## src/rtl/wb_port_arbiter.sv

```systemverilog
// Register-file write-port arbiter: the pipeline write-back stream has priority over the
// long-latency unit stream. A one-entry buffer holds a losing LU result, and a starvation limit
// eventually forces that result out.
module wb_port_arbiter #(
  parameter int unsigned DATA_WIDTH    = 32,
  parameter int unsigned REG_ADD_WIDTH = 5,
  parameter int unsigned STARVE_LIMIT  = 4
) (
  input  logic                     CLK,
  input  logic                     RST_N,
  input  logic                     PIPE_VALID,
  input  logic [REG_ADD_WIDTH-1:0] PIPE_RD,
  input  logic [DATA_WIDTH-1:0]    PIPE_DATA,
  output logic                     PIPE_STALL,
  input  logic                     LU_VALID,
  input  logic [REG_ADD_WIDTH-1:0] LU_RD,
  input  logic [DATA_WIDTH-1:0]    LU_DATA,
  output logic                     LU_READY,
  output logic                     WB_SELECT,
  output logic                     RF_WRITE_EN,
  output logic [REG_ADD_WIDTH-1:0] RF_WRITE_ADD,
  output logic [DATA_WIDTH-1:0]    RF_WRITE_DATA,
  output logic                     BUSY
);

  localparam logic [3:0] StarveLimit = 4'(STARVE_LIMIT);

  typedef enum logic [1:0] {StIdle, StPending, StForce} state_e;

  state_e                   state_q, state_d;
  logic [3:0]               cnt_q, cnt_d;
  logic [REG_ADD_WIDTH-1:0] buf_rd_q, buf_rd_d;
  logic [DATA_WIDTH-1:0]    buf_data_q, buf_data_d;

  logic                     wb_sel_q;
  logic                     rf_we_q;
  logic [REG_ADD_WIDTH-1:0] rf_add_q;
  logic [DATA_WIDTH-1:0]    rf_data_q;

  logic                     grant;
  logic                     grant_sel;
  logic [REG_ADD_WIDTH-1:0] grant_rd;
  logic [DATA_WIDTH-1:0]    grant_data;
  logic [3:0]               cnt_inc;
  logic                     pipe_hits_buf;
  logic                     pipe_hits_lu;

  assign cnt_inc       = (cnt_q == 4'hF) ? cnt_q : cnt_q + 4'd1;
  // A younger pipeline write to the same (non-zero) register makes the older LU result dead.
  assign pipe_hits_buf = (PIPE_RD == buf_rd_q) && (buf_rd_q != '0);
  assign pipe_hits_lu  = (PIPE_RD == LU_RD) && (LU_RD != '0);

  always_comb begin
    state_d    = state_q;
    cnt_d      = cnt_q;
    buf_rd_d   = buf_rd_q;
    buf_data_d = buf_data_q;
    grant      = 1'b0;
    grant_sel  = 1'b0;
    grant_rd   = '0;
    grant_data = '0;

    unique case (state_q)
      StIdle: begin
        if (PIPE_VALID) begin
          grant      = 1'b1;
          grant_rd   = PIPE_RD;
          grant_data = PIPE_DATA;
          if (LU_VALID && !pipe_hits_lu) begin
            buf_rd_d   = LU_RD;
            buf_data_d = LU_DATA;
            cnt_d      = 4'd0;
            state_d    = StPending;
          end
        end else if (LU_VALID) begin
          grant      = 1'b1;
          grant_sel  = 1'b1;
          grant_rd   = LU_RD;
          grant_data = LU_DATA;
        end
      end
      StPending: begin
        if (!PIPE_VALID) begin
          grant      = 1'b1;
          grant_sel  = 1'b1;
          grant_rd   = buf_rd_q;
          grant_data = buf_data_q;
          cnt_d      = 4'd0;
          state_d    = StIdle;
        end else begin
          grant      = 1'b1;
          grant_rd   = PIPE_RD;
          grant_data = PIPE_DATA;
          if (pipe_hits_buf) begin
            cnt_d   = 4'd0;
            state_d = StIdle;
          end else begin
            cnt_d = cnt_inc;
            if (cnt_inc >= StarveLimit) begin
              state_d = StForce;
            end
          end
        end
      end
      StForce: begin
        grant      = 1'b1;
        grant_sel  = 1'b1;
        grant_rd   = buf_rd_q;
        grant_data = buf_data_q;
        cnt_d      = 4'd0;
        state_d    = StIdle;
      end
      default: begin
        cnt_d   = 4'd0;
        state_d = StIdle;
      end
    endcase
  end

  always_ff @(posedge CLK or negedge RST_N) begin
    if (!RST_N) begin
      state_q    <= StIdle;
      cnt_q      <= 4'd0;
      buf_rd_q   <= '0;
      buf_data_q <= '0;
    end else begin
      state_q    <= state_d;
      cnt_q      <= cnt_d;
      buf_rd_q   <= buf_rd_d;
      buf_data_q <= buf_data_d;
    end
  end

  // Address, data and select only move on a grant; x0 grants are consumed but never enabled.
  always_ff @(posedge CLK or negedge RST_N) begin
    if (!RST_N) begin
      wb_sel_q  <= 1'b0;
      rf_we_q   <= 1'b0;
      rf_add_q  <= '0;
      rf_data_q <= '0;
    end else begin
      rf_we_q <= grant && (grant_rd != '0);
      if (grant) begin
        wb_sel_q  <= grant_sel;
        rf_add_q  <= grant_rd;
        rf_data_q <= grant_data;
      end
    end
  end

  assign PIPE_STALL    = (state_q == StForce) && PIPE_VALID;
  assign LU_READY      = (state_q == StIdle);
  assign BUSY          = (state_q != StIdle);
  assign WB_SELECT     = wb_sel_q;
  assign RF_WRITE_EN   = rf_we_q;
  assign RF_WRITE_ADD  = rf_add_q;
  assign RF_WRITE_DATA = rf_data_q;

endmodule

```

## config.mk

```make
export PLATFORM = sky130hd
export DESIGN_NAME = wb_port_arbiter
export DESIGN_NICKNAME = d
export VERILOG_FILES = /design/src/rtl/wb_port_arbiter.sv
export SDC_FILE = /design/constraint.sdc
export NUM_CORES = 1
export LEC_CHECK = 0
export CORE_MARGIN = 5
export CORE_UTILIZATION = 40
export CTS_CLUSTER_SIZE = 28
export DETAILED_ROUTE_END_ITERATION = 10
export GPL_ROUTABILITY_DRIVEN = 0
export MAX_ROUTING_LAYER = met4
export PLACE_DENSITY_LB_ADDON = 0.25
export SETUP_SLACK_MARGIN = 0.02
export SLEW_MARGIN = 25
export SYNTH_ARGS = -nofsm -noshare
export SYNTH_HDL_FRONTEND = slang
export SYNTH_SLANG_ARGS = --single-unit
```

## constraint.sdc

```tcl
create_clock -name CLK -period 3.35 [get_ports CLK]
set_input_delay 0.8375 -clock CLK [delete_from_list [all_inputs] [get_ports CLK]]
set_output_delay 0.8375 -clock CLK [all_outputs]
set_load 0.05 [all_outputs]
```

# ---- After elaboration in Yosys (flattened, before gate mapping)
# Index checks and enable logic that the tools add are counted.
dict set report word_totals {
  register_bits 82
  latch_bits 0
  mem_bits_rw 0
  mem_bits_ro 0
  inputBits 78
  n_memories 0
}
dict set report op_classes {
  n_addsub 1
  mul 0
  n_div 0
  magnitude_cmp 1
  n_eq_ne 8
  shift 0
  n_mux 26
  bitwise 0
  n_reduce_logical 15
}
# operator n
set op_table {}
lappend op_table {{32-bit 2-to-1 mux} 3}
lappend op_table {{32-bit case mux with 3 select lines} 1}
lappend op_table {{4-bit 2-to-1 mux} 5}
lappend op_table {{5-bit 2-to-1 mux} 3}
lappend op_table {{5-bit case mux with 3 select lines} 1}
lappend op_table {{5-bit nonzero test} 3}
lappend op_table {{5-bit == test} 2}
lappend op_table {{2-bit 2-to-1 mux} 5}
lappend op_table {{4-bit case mux with 2 select lines} 1}
lappend op_table {{3-bit AND reduction} 2}
lappend op_table {{1-bit logical AND} 5}
lappend op_table {{4-bit by 1-bit adder with 4-bit output, second input constant} 1}
lappend op_table {{4-bit == test, second input constant} 1}
lappend op_table {{4-bit by 3-bit >= comparator with 1-bit output, second input constant} 1}
lappend op_table {{1-bit 2-to-1 mux} 4}
lappend op_table {{4-bit inequality test, second input constant} 1}
lappend op_table {{2-bit case mux with 2 select lines} 1}
lappend op_table {{1-bit case mux with 3 select lines} 1}
lappend op_table {{2-bit by 1-bit == test with 1-bit output, second input constant} 1}
lappend op_table {{2-bit == test, second input constant} 1}
lappend op_table {{2-bit zero test} 1}
lappend op_table {{2-bit by 1-bit inequality test with 1-bit output, second input constant} 1}
lappend op_table {{2-bit inequality test, second input constant} 1}
lappend op_table {{1-bit case mux with 2 select lines} 1}
lappend op_table {{4 further kinds} 4}

# ---- Longest topological paths before layout
dict set report depth {
  word_depth 7
  ltp_mapped 7
}

# ---- Worst setup path after synthesis
# OpenSTA, ideal clock, no wires.
dict set report synth_path {
  path_kind {register to register}
  from {register state_q[0]}
  to {register buf_data_q[25]}
  arrival_ns 2.383
  required_ns 3.223
  setup_slack_ns 0.839
  path_stages_with_launch 8
  path_buffers 2
  synth_period_minus_slack_ns 2.511
  path_cell_list {dfrtp_1 inv_1 ha_1 inv_1 a211oi_2 buf_6 buf_12 mux2_1}
}
dict set report synth_via {
  elab_chain_cells 2
}
# element line
set synth_rtl {}
lappend synth_rtl {{from (decl)} 30} ;# state_e state_q, state_d;
lappend synth_rtl {{from (signal assigned)} 122} ;# state_q <= StIdle;
lappend synth_rtl {{from (signal assigned)} 127} ;# state_q <= state_d;
lappend synth_rtl {{2-bit zero test} n/a}
lappend synth_rtl {{named net LU_READY} 18} ;# output logic LU_READY,
lappend synth_rtl {{3-bit AND reduction (no line)} n/a}
lappend synth_rtl {{to (signal assigned)} 130} ;# buf_data_q <= buf_data_d;
lappend synth_rtl {{to (decl)} 33} ;# logic [DATA_WIDTH-1:0] buf_data_q, buf_data_d;
# The timed path passes the listed nets, and every way through them passes these cells.
# A chain may end at the register's enable or synchronous reset.

# ---- Worst setup path in the final report
dict set report layout_path {
  from {register state_q[0]}
  to {output BUSY}
}
dict set report layout_via {
  elab_chain_cells 1
}
# element line
set layout_rtl {}
lappend layout_rtl {{2-bit nonzero test} 153} ;# assign BUSY = (state_q != StIdle);
lappend layout_rtl {{to (decl)} 23} ;# output logic BUSY
# Every way passes these cells.

==> summary.md <==
For the count of hold-fix buffers inserted at cts, the log shows 0. Initial antenna violation count: 0. The routed design has 9.85 mm of wire.

At the end of the flow the core is filled with cells to 57.5%. Using the TritonRoute via totals, the vias-per-cell ratio works out to 5.40. The logs give 0 for the number of gates given a new drive strength after cts and 0 for the number of design rule violations left after detail routing.

The number of nets at the end of the flow is 524. The run finished with clean final reports. Yosys instantiated no cell more often than sky130_fd_sc_hd__dfrtp_1. At the later pin of the worst-skew pair, clock insertion delay measures 0.35 ns. Sorting the synthesized cells by area gives the leading types as sky130_fd_sc_hd__dfrtp_1 53%, sky130_fd_sc_hd__a222oi_1 9.6%, sky130_fd_sc_hd__mux2_4 6.6%. The number of instances in the synthesized netlist is 325, and the iteration-0 DRC count of the detailed router is 227.

The final clock period utilization by the worst path is 86.8%. The HPWL after detailed placement is 6.81 mm. The number of hold violations in the final report is 0, and the clock-pin slew on the worst setup and hold paths is 0.09 ns. The die is 108 um wide.

The synthesized design contains 82 register bits. The overall fraction of global-route tracks in use is 17.8%, and the mean post-synth cell area is 11.8 um^2. In this run the number of H-tree levels came out at 3. Summed over its instances, the top area cell type makes up 53.5% of the synthesized netlist area.

The clock drives 82 sinks. For this run, the detailed router's first-pass iteration total came to 5. The floorplan step defined a die boundary enclosing 11700 um^2. The adder-cell share of the synthesized area was 1.63%; the xor-xnor portion of the synthesized cell area was 2.05%. The layout has 846 filler cells. The post-synthesis async set-or-reset flop share is 100%. The run gives 344 MHz as the peak clock frequency supported by timing. In this run the post-CTS setup repair buffer count came out at 0. The worst hold path class is input port to asynchronous set/reset pin. The floorplan has 35 rows. The worst path needs 2.91 ns of the cycle, external delays included. The critical path's largest stage delay was 0.82 ns.

The signed area change from the synthesized netlist to the final layout is 39.1%, and the highest ir drop seen on vdd is 0.000567 V. The power density over the cells works out to 941 nW/um^2. The complex-gate fraction of the synthesized area was 18.3%.

The run gives 0 as the count of max-cap constraint violations. The placed cell count is 559, and the vertical die dimension is 108 um. The arrival time at the worst endpoint was 2.07 ns; the maximum number of pins on one net before global-route repair was 83. In this run, synthesis inferred 0 flip-flops with an integrated enable. In this run the tool buffered the top-level ports with 119 buffer cells. Count of pins on the block boundary: 120.

The worst pin sits at a relative slew slack of 49.6%. Between clock sinks in the finished design, the worst skew comes to 0.00581 ns. The root buffer cell chosen for the clock tree is sky130_fd_sc_hd__clkbuf_8. Counting instances in the post-synthesis netlist gives the leading cell types as 82 x sky130_fd_sc_hd__dfrtp_1, 44 x sky130_fd_sc_hd__a21oi_1, 42 x sky130_fd_sc_hd__nor2_1, 37 x sky130_fd_sc_hd__a222oi_1, 18 x sky130_fd_sc_hd__mux2_2.

The critical path class was flop to output port. After the flow finishes, the layout carries non-filler instances totaling 575. The most used flip-flop cell after synthesis is sky130_fd_sc_hd__dfrtp_1. The clock passes through at most 2 buffers. In this design, the largest share of critical-path delay is due to buffers and inverters. The share of cell area taken by muxes after synthesis came out at 12.5%. In this run the cell area measured after placement is 5160 um^2. TritonCTS built the clock tree. Of all cell types, the one taking the most synthesized area is sky130_fd_sc_hd__dfrtp_1. Synthesis produced a netlist with a net count of 408. The maximum fanout along the worst path was 6; the routed wirelength normalized by instance count was 17.1 um.

Main combinational cell family by area after synthesis: compound AO/OA/AOI/OAI gates. The final route contains 3104 vias. The core region is 9280 um^2. The count of buffer and inverter cells on the critical path is 3, and the count of antenna-violating nets left after detailed routing is 0.

The worst setup path is launched from a flop. Setup total negative slack on the finished layout was measured at 0 ns. The signal on the critical path passes through inv_1 > ha_1 > inv_1 > clkdlybuf4s50_1. For this configuration, the core starts out at a cell density of 41.3%. The synthesized netlist devotes 7.99% of its cell area to simple gates. The critical path data required time was 2.51 ns.

Among the stages of the critical path, the cell type that occurs most often is sky130_fd_sc_hd__inv_1. Once layout is done, the placed cells without fillers occupy 5340 um^2. The count of final max-slew check failures is 0, and the global route total overflow is 0.

Count of cell types in the netlist: 36. Sequential elements use 53.5% of the synthesized area. Setup violations remaining at the end of the flow were counted as 0. The run gives 0 as the yosys synthesis warning count. Setup repair after global routing left no endpoint under its margin. The analysis attributes to cell leakage a power of 2.22 nW. STA classifies the critical path endpoint as an output port.

The transition time at the pin with the least slew margin works out to 0.756 ns. Summing every instance area after synthesis gives 3840 um^2. The number of global-route vias before repair was 3228.

The first global-routing pass estimated 16.2 mm of wire. The layout cell share with drive strength beyond 1 is 15.7%. Among all stages on the critical path, the largest delay is contributed by sky130_fd_sc_hd__clkdlybuf4s50_1. The number of clock buffers added by TritonCTS is 9. The antenna diode count was 0.
==> path summary, 6_finish.rpt <==
kind | from | end | slack [ns] | cells after the start
setup / recovery | state_q[0]$_DFFE_PN0P_ | BUSY | 0.44 | 4
hold / removal | RST_N | RF_WRITE_DATA[26]$_DFFE_PN0P_ | 0.50 | 1
setup reg to reg | state_q[0]$_DFFE_PN0P_ | RF_WRITE_EN$_DFF_PN0_ | 1.31 | 8
hold reg to reg | buf_data_q[25]$_DFFE_PN0P_ | buf_data_q[25]$_DFFE_PN0P_ | 0.50 | 1
max in group asynchronous | RST_N | RF_WRITE_ADD[4]$_DFFE_PN0P_ | 2.30 | 1
min in group CLK | buf_data_q[25]$_DFFE_PN0P_ | buf_data_q[25]$_DFFE_PN0P_ | 0.50 | 1
==> cell families after synthesis <==
kind of cell | after synthesis
DFF | 82
muxes | 37
and+or+nand+nor | 68
AOI/OAI and AO/OA | 94
buffers and inverters | 30
xor gates and xnor gates | 9
adders and majority gates | 5
==> through the flow <==
stage / hold WS [ns] / setup slack [ns] / power, mW
after CTS: 0.499 / 0.422 / 5.08
after global routing: 0.531 / 0.365 / 5.32
after global placement: 0.468 / 0.345 / 4.37
final: 0.497 / 0.442 / 5.03
after floorplan: 0.459 / 0.839 / 3.51
after detailed placement: 0.479 / 0.307 / 4.42
==> flip-flops by register name (all words and copies together) (netlist names) <==
name / cells
cnt_q: 4
WB_SELECT: 1
RF_WRITE_EN: 1
buf_data_q: 32
RF_WRITE_DATA: 32
RF_WRITE_ADD: 5
state_q: 2
buf_rd_q: 5
==> layer usage <==
| layer | up-vias | global-route usage, % | wire length, um | share of wire [%] |
|---|---|---|---|---|
| met4 | 0 | 3.61 | 82 | 0.83 |
| met3 | 8 | 4.60 | 635 | 6.4 |
| met2 | 115 | 28.3 | 4820 | 49 |
| met5 | - | - | 0 | 0 |
| li1 | 1472 | - | - | - |
| met1 | 1509 | 23.2 | 4310 | 44 |
==> layout make-up <==
| cell class | count | area (um^2) | area share, % |
|---|---|---|---|
| clock buffers | 9 | 124 | 2.32 |
| clock inverters | 7 | 55.1 | 1.03 |
| inverters | 7 | 26.3 | 0.492 |
| multi-input cells | 213 | 1650 | 30.9 |
| flip-flops and latches | 82 | 2050 | 38.4 |
| well taps | 129 | 161 | 3.02 |
| repair buffers | 128 | 1270 | 23.8 |
==> worst reg2reg max path, cell delays in order, from the launching register on <==
cell,delay (ns)
sky130_fd_sc_hd__dfrtp_1,0.38
sky130_fd_sc_hd__inv_1,0.09
sky130_fd_sc_hd__ha_1,0.28
sky130_fd_sc_hd__nor2_1,0.15
sky130_fd_sc_hd__nor2_2,0.06
sky130_fd_sc_hd__buf_4,0.20
sky130_fd_sc_hd__a222oi_1,0.44
sky130_fd_sc_hd__nand3_1,0.13
sky130_fd_sc_hd__o21a_1,0.20
==> where the power goes <==
group	switching (mW)	total, mW	internal [mW]
clock network	0.376	0.650	0.274
logic	1.61	2.65	1.04
registers	0.277	1.73	1.45
total	2.26	5.03	2.77
==> layout by cell type (no fill, tap or decap), types with 5 or more instances in the layout <==
cell type / n
sky130_fd_sc_hd__xor2_1: 9
sky130_fd_sc_hd__mux2_2: 18
sky130_fd_sc_hd__buf_4: 9
sky130_fd_sc_hd__a222oi_1: 37
sky130_fd_sc_hd__a21oi_1: 43
sky130_fd_sc_hd__inv_1: 7
sky130_fd_sc_hd__nor2_1: 41
sky130_fd_sc_hd__ha_1: 5
sky130_fd_sc_hd__mux2_4: 17
sky130_fd_sc_hd__clkdlybuf4s50_1: 117
sky130_fd_sc_hd__dfrtp_1: 82
sky130_fd_sc_hd__clkbuf_8: 9
sky130_fd_sc_hd__nand2_1: 9
No activity file was read; power rests on OpenSTA's default activity.
